File: config.mk
export PLATFORM = sky130hd
export DESIGN_NAME = flag_branch_unit_flat
export DESIGN_NICKNAME = d
export VERILOG_FILES = /design/src/rtl/flag_branch_unit_if.sv /design/src/rtl/flag_branch_unit.sv /design/src/flat_wrapper.sv
export SDC_FILE = /design/constraint.sdc
export NUM_CORES = 1
export LEC_CHECK = 0
export BUFFER_PORTS_ARGS = -buffer_cell sky130_fd_sc_hd__buf_2
export CAP_MARGIN = 20
export CORE_UTILIZATION = 30
export DETAILED_ROUTE_END_ITERATION = 10
export GPL_TIMING_DRIVEN = 0
export MAX_ROUTING_LAYER = met4
export PLACE_DENSITY = 0.68
export SETUP_SLACK_MARGIN = 0.5
export SLEW_MARGIN = 40
export SYNTH_ARGS = -nofsm -noshare
export SYNTH_HDL_FRONTEND = slang
export SYNTH_SLANG_ARGS = --single-unit
File: constraint.sdc
create_clock -name clk -period 2.5 [get_ports clk]
set_clock_uncertainty 0.05 [all_clocks]
set_input_delay 0.5 -clock clk [delete_from_list [all_inputs] [get_ports clk]]
set_output_delay 0.5 -clock clk [all_outputs]
set_load 0.02 [all_outputs]
File: src/rtl/flag_branch_unit_if.sv
// ALU result/flag and branch-resolution bundle between the execute stage and
// the flag/branch unit. The slave side is the flag_branch_unit itself.
interface flag_branch_unit_if;
  // ALU result side
  logic        alu_valid;
  logic [3:0]  aluOp;
  logic [15:0] alu_dst;
  logic        alu_ov;
  logic        alu_zr;
  // Branch request side
  logic        br_valid;
  logic [2:0]  br_cond;
  logic [15:0] br_target;
  // Results
  logic        flag_z;
  logic        flag_v;
  logic        flag_n;
  logic        br_taken;
  logic [15:0] br_pc;
  logic        flush_out;
  logic        busy;

  modport slave (
    input  alu_valid, aluOp, alu_dst, alu_ov, alu_zr,
    input  br_valid, br_cond, br_target,
    output flag_z, flag_v, flag_n, br_taken, br_pc, flush_out, busy
  );

  modport master (
    output alu_valid, aluOp, alu_dst, alu_ov, alu_zr,
    output br_valid, br_cond, br_target,
    input  flag_z, flag_v, flag_n, br_taken, br_pc, flush_out, busy
  );
endinterface

File: src/rtl/flag_branch_unit.sv
// Execute-stage flag/branch unit: captures ALU zero/overflow/sign into the
// architectural Z/V/N flags, resolves conditional branches against them and
// issues a one-cycle redirect plus a FLUSH_CYCLES-long flush of younger stages.
module flag_branch_unit #(
  parameter int unsigned FLUSH_CYCLES = 2,
  parameter bit          FWD_EN       = 1'b1
) (
  input  logic              clk,
  input  logic              rst,
  input  logic              stall,
  input  logic              flush_in,
  flag_branch_unit_if.slave bus
);

  localparam logic [3:0] ALU_ADD = 4'h0;
  localparam logic [3:0] ALU_SUB = 4'h1;
  localparam logic [3:0] ALU_AND = 4'h2;
  localparam logic [3:0] ALU_NOR = 4'h3;
  localparam logic [3:0] ALU_SLL = 4'h4;
  localparam logic [3:0] ALU_SRL = 4'h5;
  localparam logic [3:0] ALU_SRA = 4'h6;

  localparam logic [2:0] CNT_INIT = 3'(FLUSH_CYCLES - 1);

  typedef enum logic {
    IDLE  = 1'b0,
    FLUSH = 1'b1
  } state_t;

  state_t      r_state;
  logic [2:0]  r_cnt;
  logic        r_z, r_v, r_n;
  logic        r_br_taken;
  logic [15:0] r_br_pc;
  logic        r_flush_out;
  logic        r_busy;

  logic w_upd;
  logic w_z_nxt, w_v_nxt, w_n_nxt;
  logic w_z_eff, w_v_eff, w_n_eff;
  logic w_cond;
  logic w_take;

  // An ALU result only touches the flags from a live, unsquashed IDLE cycle.
  assign w_upd = bus.alu_valid & ~stall & ~flush_in & (r_state == IDLE);

  // Next-state flags according to the per-opcode update rules.
  always_comb begin
    w_z_nxt = r_z;
    w_v_nxt = r_v;
    w_n_nxt = r_n;
    if (w_upd) begin
      case (bus.aluOp)
        ALU_ADD, ALU_SUB: begin
          w_z_nxt = bus.alu_zr;
          w_v_nxt = bus.alu_ov;
          w_n_nxt = bus.alu_dst[15];
        end
        ALU_AND, ALU_NOR, ALU_SLL, ALU_SRL, ALU_SRA: begin
          w_z_nxt = bus.alu_zr;
        end
        default: begin
          w_z_nxt = r_z;
        end
      endcase
    end
  end

  // Without an update the next-state flags equal the registered ones, so the
  // bypass reduces to a plain select on FWD_EN.
  assign w_z_eff = FWD_EN ? w_z_nxt : r_z;
  assign w_v_eff = FWD_EN ? w_v_nxt : r_v;
  assign w_n_eff = FWD_EN ? w_n_nxt : r_n;

  // Condition-code evaluation against the effective flags.
  always_comb begin
    w_cond = 1'b0;
    case (bus.br_cond)
      3'b000:  w_cond = ~w_z_eff;
      3'b001:  w_cond = w_z_eff;
      3'b010:  w_cond = ~w_z_eff & ~w_n_eff;
      3'b011:  w_cond = w_n_eff;
      3'b100:  w_cond = w_z_eff | ~w_n_eff;
      3'b101:  w_cond = w_n_eff | w_z_eff;
      3'b110:  w_cond = w_v_eff;
      default: w_cond = 1'b1;
    endcase
  end

  assign w_take = (r_state == IDLE) & bus.br_valid & w_cond & ~stall & ~flush_in;

  // Architectural flag registers.
  always_ff @(posedge clk or posedge rst) begin
    if (rst) begin
      r_z <= 1'b0;
      r_v <= 1'b0;
      r_n <= 1'b0;
    end else if (w_upd) begin
      r_z <= w_z_nxt;
      r_v <= w_v_nxt;
      r_n <= w_n_nxt;
    end
  end

  // Redirect/flush FSM; br_taken is cleared every edge so the pulse survives
  // neither stall nor flush_in.
  always_ff @(posedge clk or posedge rst) begin
    if (rst) begin
      r_state     <= IDLE;
      r_cnt       <= '0;
      r_br_taken  <= 1'b0;
      r_br_pc     <= '0;
      r_flush_out <= 1'b0;
      r_busy      <= 1'b0;
    end else begin
      r_br_taken <= 1'b0;
      if (flush_in) begin
        r_state     <= IDLE;
        r_cnt       <= '0;
        r_flush_out <= 1'b0;
        r_busy      <= 1'b0;
      end else if (!stall) begin
        case (r_state)
          IDLE: begin
            if (w_take) begin
              r_br_taken  <= 1'b1;
              r_br_pc     <= bus.br_target;
              r_flush_out <= 1'b1;
              r_busy      <= 1'b1;
              r_cnt       <= CNT_INIT;
              r_state     <= FLUSH;
            end
          end
          FLUSH: begin
            if (r_cnt == 3'd0) begin
              r_state     <= IDLE;
              r_flush_out <= 1'b0;
              r_busy      <= 1'b0;
            end else begin
              r_cnt <= r_cnt - 3'd1;
            end
          end
          default: begin
            r_state <= IDLE;
          end
        endcase
      end
    end
  end

  assign bus.flag_z    = r_z;
  assign bus.flag_v    = r_v;
  assign bus.flag_n    = r_n;
  assign bus.br_taken  = r_br_taken;
  assign bus.br_pc     = r_br_pc;
  assign bus.flush_out = r_flush_out;
  assign bus.busy      = r_busy;

endmodule
File: src/flat_wrapper.sv
// flat-port wrapper written by rule: the top's interface ports become plain ports
module flag_branch_unit_flat 
#(
  parameter int unsigned FLUSH_CYCLES = 2,
  parameter bit          FWD_EN       = 1'b1
)
  (clk, rst, stall, flush_in, bus_alu_valid, bus_aluOp, bus_alu_dst, bus_alu_ov, bus_alu_zr, bus_br_valid, bus_br_cond, bus_br_target, bus_flag_z, bus_flag_v, bus_flag_n, bus_br_taken, bus_br_pc, bus_flush_out, bus_busy);
  flag_branch_unit_if bus_i ();
  input  logic clk;
  input  logic rst;
  input  logic stall;
  input  logic flush_in;
  input wire logic [$bits(bus_i.alu_valid)-1:0] bus_alu_valid;
  input wire logic [$bits(bus_i.aluOp)-1:0] bus_aluOp;
  input wire logic [$bits(bus_i.alu_dst)-1:0] bus_alu_dst;
  input wire logic [$bits(bus_i.alu_ov)-1:0] bus_alu_ov;
  input wire logic [$bits(bus_i.alu_zr)-1:0] bus_alu_zr;
  input wire logic [$bits(bus_i.br_valid)-1:0] bus_br_valid;
  input wire logic [$bits(bus_i.br_cond)-1:0] bus_br_cond;
  input wire logic [$bits(bus_i.br_target)-1:0] bus_br_target;
  output wire logic [$bits(bus_i.flag_z)-1:0] bus_flag_z;
  output wire logic [$bits(bus_i.flag_v)-1:0] bus_flag_v;
  output wire logic [$bits(bus_i.flag_n)-1:0] bus_flag_n;
  output wire logic [$bits(bus_i.br_taken)-1:0] bus_br_taken;
  output wire logic [$bits(bus_i.br_pc)-1:0] bus_br_pc;
  output wire logic [$bits(bus_i.flush_out)-1:0] bus_flush_out;
  output wire logic [$bits(bus_i.busy)-1:0] bus_busy;
  assign bus_i.alu_valid = bus_alu_valid;
  assign bus_i.aluOp = bus_aluOp;
  assign bus_i.alu_dst = bus_alu_dst;
  assign bus_i.alu_ov = bus_alu_ov;
  assign bus_i.alu_zr = bus_alu_zr;
  assign bus_i.br_valid = bus_br_valid;
  assign bus_i.br_cond = bus_br_cond;
  assign bus_i.br_target = bus_br_target;
  assign bus_flag_z = bus_i.flag_z;
  assign bus_flag_v = bus_i.flag_v;
  assign bus_flag_n = bus_i.flag_n;
  assign bus_br_taken = bus_i.br_taken;
  assign bus_br_pc = bus_i.br_pc;
  assign bus_flush_out = bus_i.flush_out;
  assign bus_busy = bus_i.busy;
  flag_branch_unit #(.FLUSH_CYCLES(FLUSH_CYCLES), .FWD_EN(FWD_EN)) u_core (.clk(clk), .rst(rst), .stall(stall), .flush_in(flush_in), .bus(bus_i));
endmodule
==> metrics.txt <==
status=finished, final reports clean; LEAKAGE=0.0008982 uW; WL final=2.700 mm; top layer in use=met4; Core Box Area=4029 sq um; Die H=67.23 um; Final nets=215; Synth area leader=dfrtp_1; Final Cell Area=1809 sq um; pre-CTS setup slack=-0.08169 ns; synth warn=0; Max Cap Viol=0; # setup viols final=0; syn nets=149; placed cell area=1614 sq um; RR Endpoint=u_core.bus.br_pc[10]$_DFFE_PP0P_; critical path class=input port to flop; Startpoint Class=input port; DRT Pass-1 Iters=4; flops & latches, synth=25; crit share post-route=92.05%; first-pass GRT wire length=4.057 mm; post-synthesis sequential area ratio=49.02%; minimum clock period=2.301 ns; RSZ-0062 raised after global routing=true; peak fanout along the critical path=5; DRT antenna net count=0; number of buffer cells added on primary ports=52; Routed WL per cell=12.56 um; I/O pins=69; via count=1017; Clock Path Buffers=2; Worst path slowest cell=or4b_4; DIE AREA=4519 sq um; most frequent cells in the layout=buf_2, dfrtp_1, mux2_4; vias in the first global route=920; HP Class=input port to asynchronous set/reset pin; routed wl met2=1.293 mm; Pwr Total=1296 uW; Hold Vio Cnt, Final=0; Final WS setup=0.1987 ns; slew margin rel.=65.70%; CP cell instances=buf_6 > or4b_4 > o21ai_2 > nand2_1 > o311a_1 > nand4_2 > clkinv_4 > clkbuf_16 > mux2_4; FMAX=434.5 MHz; Avg Inst Size Synth=12.76 sq um; met1 wire length=1.184 mm; global route total overflow=0; mapped cell area=1276 sq um; number of vias per cell=4.730; pwr dens=716.4 nW/um^2; GRT Total Usage=12.11%; DR iter-0 viols=72; commonest non-fill, non-tap cell in the layout=buf_2; largest net degree at the start of global routing=26; Rows=23; Max Transition Viols Final=0; Core Util, Final=44.91%; VDD IR max=298.3 uV; H-tree depth=1; Fillers=378; metal3 WL=199 um; initial core utilization=31.68%; flop-to-flop setup slack=0.22 ns; Reg2Reg Launch Point=u_core.r_state$_DFFE_PP0P_; crit path DAT=2.40 ns; Num CTS Buffers=3; data required time of the worst path=2.60 ns; CP bufs+invs=3; Multi-input gate area=601.8 sq um; die width=67.23 um; synthesis-to-finish area growth=41.77%; CTS tree=built; register area=625.6 sq um; Crit. End Element=flop; library cells used by synthesis=36; Reg clk slew, reported paths=0.08 ns; Synth area leaders=dfrtp_1, mux2_4, inv_1; clock sink count=25; HPWL after DPL=1.866 mm; clock root buffer=clkbuf_8; antenna violations before repair=0; Tightest Pin Transition=0.5137 ns; clk_lat worst skew=0.26 ns; fraction of layout cells with a size suffix above 1=58.79%; gp weighted congestion=0.7652; Mapped Cells=100; Yosys top cell area share=49.02%; r2r worst-path depth=9; DRC viols=0; Top delay family on crit path=simple AND/OR/NAND/NOR gates; diode count=0; CP peak stage delay=0.56 ns
per-stage QoR:
| step | instances | hold slack (ns) | setup TNS, ns |
|---|---|---|---|
| detailed placement | 202 | 0.4369 | -1.172 |
| global placement | 202 | 0.4370 | -1.216 |
| CTS | 213 | 0.2254 | 0 |
| global route | 215 | 0.2665 | 0 |
| finish | 215 | 0.2081 | 0 |
| floorplan | 100 | 0.4773 | 0 |
Yosys cell counts, drive strengths merged:
master / count
dfrtp: 25
o311a: 1
o211a: 1
a31oi: 1
o21ai: 5
nor4b: 1
nand4b: 1
nand2b: 1
nand4: 1
o211ai: 1
o41ai: 1
buf: 5
nand3b: 1
mux2: 16
nand3: 5
ha: 2
o22ai: 1
inv: 8
nor2: 4
a22oi: 1
nor3: 2
a211oi: 1
mux2i: 2
or4b: 1
and3: 1
or3: 2
a21oi: 4
nor3b: 2
nand2: 3
worst reg2reg max path, cell delays in order (launching register included):
cell	delay, ns
dfrtp_1	0.39
buf_6	0.12
nor3_4	0.15
nand4b_1	0.15
mux2i_2	0.25
mux2i_1	0.26
nand4_2	0.19
clkinv_4	0.14
clkbuf_16	0.16
mux2_4	0.30
routing by layer:
metal  up-vias  global-route usage [%]
li1        491                       -
met1       487                   15.05
met2        35                   19.63
met3         4                   2.365
met4         0                   3.989
met5         -                       -
repair_timing:
item / in CTS / in global routing
setup buffers: 6 / 1
endpoints found under the setup margin: 21 / 22
gates cloned: 1 / 1
hold buffers: 0 / 0
pin swaps: 4 / 0
resized for setup: 10 / 1
worst max-delay path by stage:
stage / start / to / slack, ns / cells past startpoint
after floorplan: bus_aluOp[1] / u_core.bus.br_pc[0]$_DFFE_PP0P_ / 0.21 / 8
after CTS: u_core.r_state$_DFFE_PP0P_ / u_core.bus.br_pc[4]$_DFFE_PP0P_ / 0.21 / 9
final: bus_aluOp[1] / u_core.bus.br_pc[10]$_DFFE_PP0P_ / 0.20 / 9
after global placement: stall / u_core.bus.br_pc[12]$_DFFE_PP0P_ / -0.08 / 9
after global routing: u_core.r_state$_DFFE_PP0P_ / u_core.bus.br_pc[10]$_DFFE_PP0P_ / 0.1 / 9
after detailed placement: stall / u_core.bus.br_pc[11]$_DFFE_PP0P_ / -0.08 / 9
cells by family after synthesis:
| kind of cell | share of synthesized area (%) |
|---|---|
| flops | 49.02 |
| fa+ha+maj | 1.960 |
| mux | 20.39 |
| simple gates | 13.24 |
| compound gates | 9.708 |
| buf+inv | 5.686 |
registers in the layout, indices dropped and copies added, names as in the netlist:
name                  count
u_core.bus.flag_z         1
u_core.bus.flag_n         1
u_core.r_cnt              3
u_core.bus.flag_v         1
u_core.bus.flush_out      1
u_core.bus.br_taken       1
u_core.bus.br_pc         16
u_core.r_state            1
layout make-up:
type	count	area share [%]
sequential	25	34.58
multi-input combinational	62	33.26
clock buffer	4	2.490
buffer	5	3.389
timing repair buffer	61	20.89
inverter	8	1.936
tap	50	3.458
where the power goes:
group / total [uW] / internal, uW / switching, uW
logic: 508 / 251 / 257
registers: 556 / 504 / 51.7
clock network: 232 / 114 / 118
total: 1300 / 869 / 428
No activity file was read; power rests on OpenSTA's default activity.
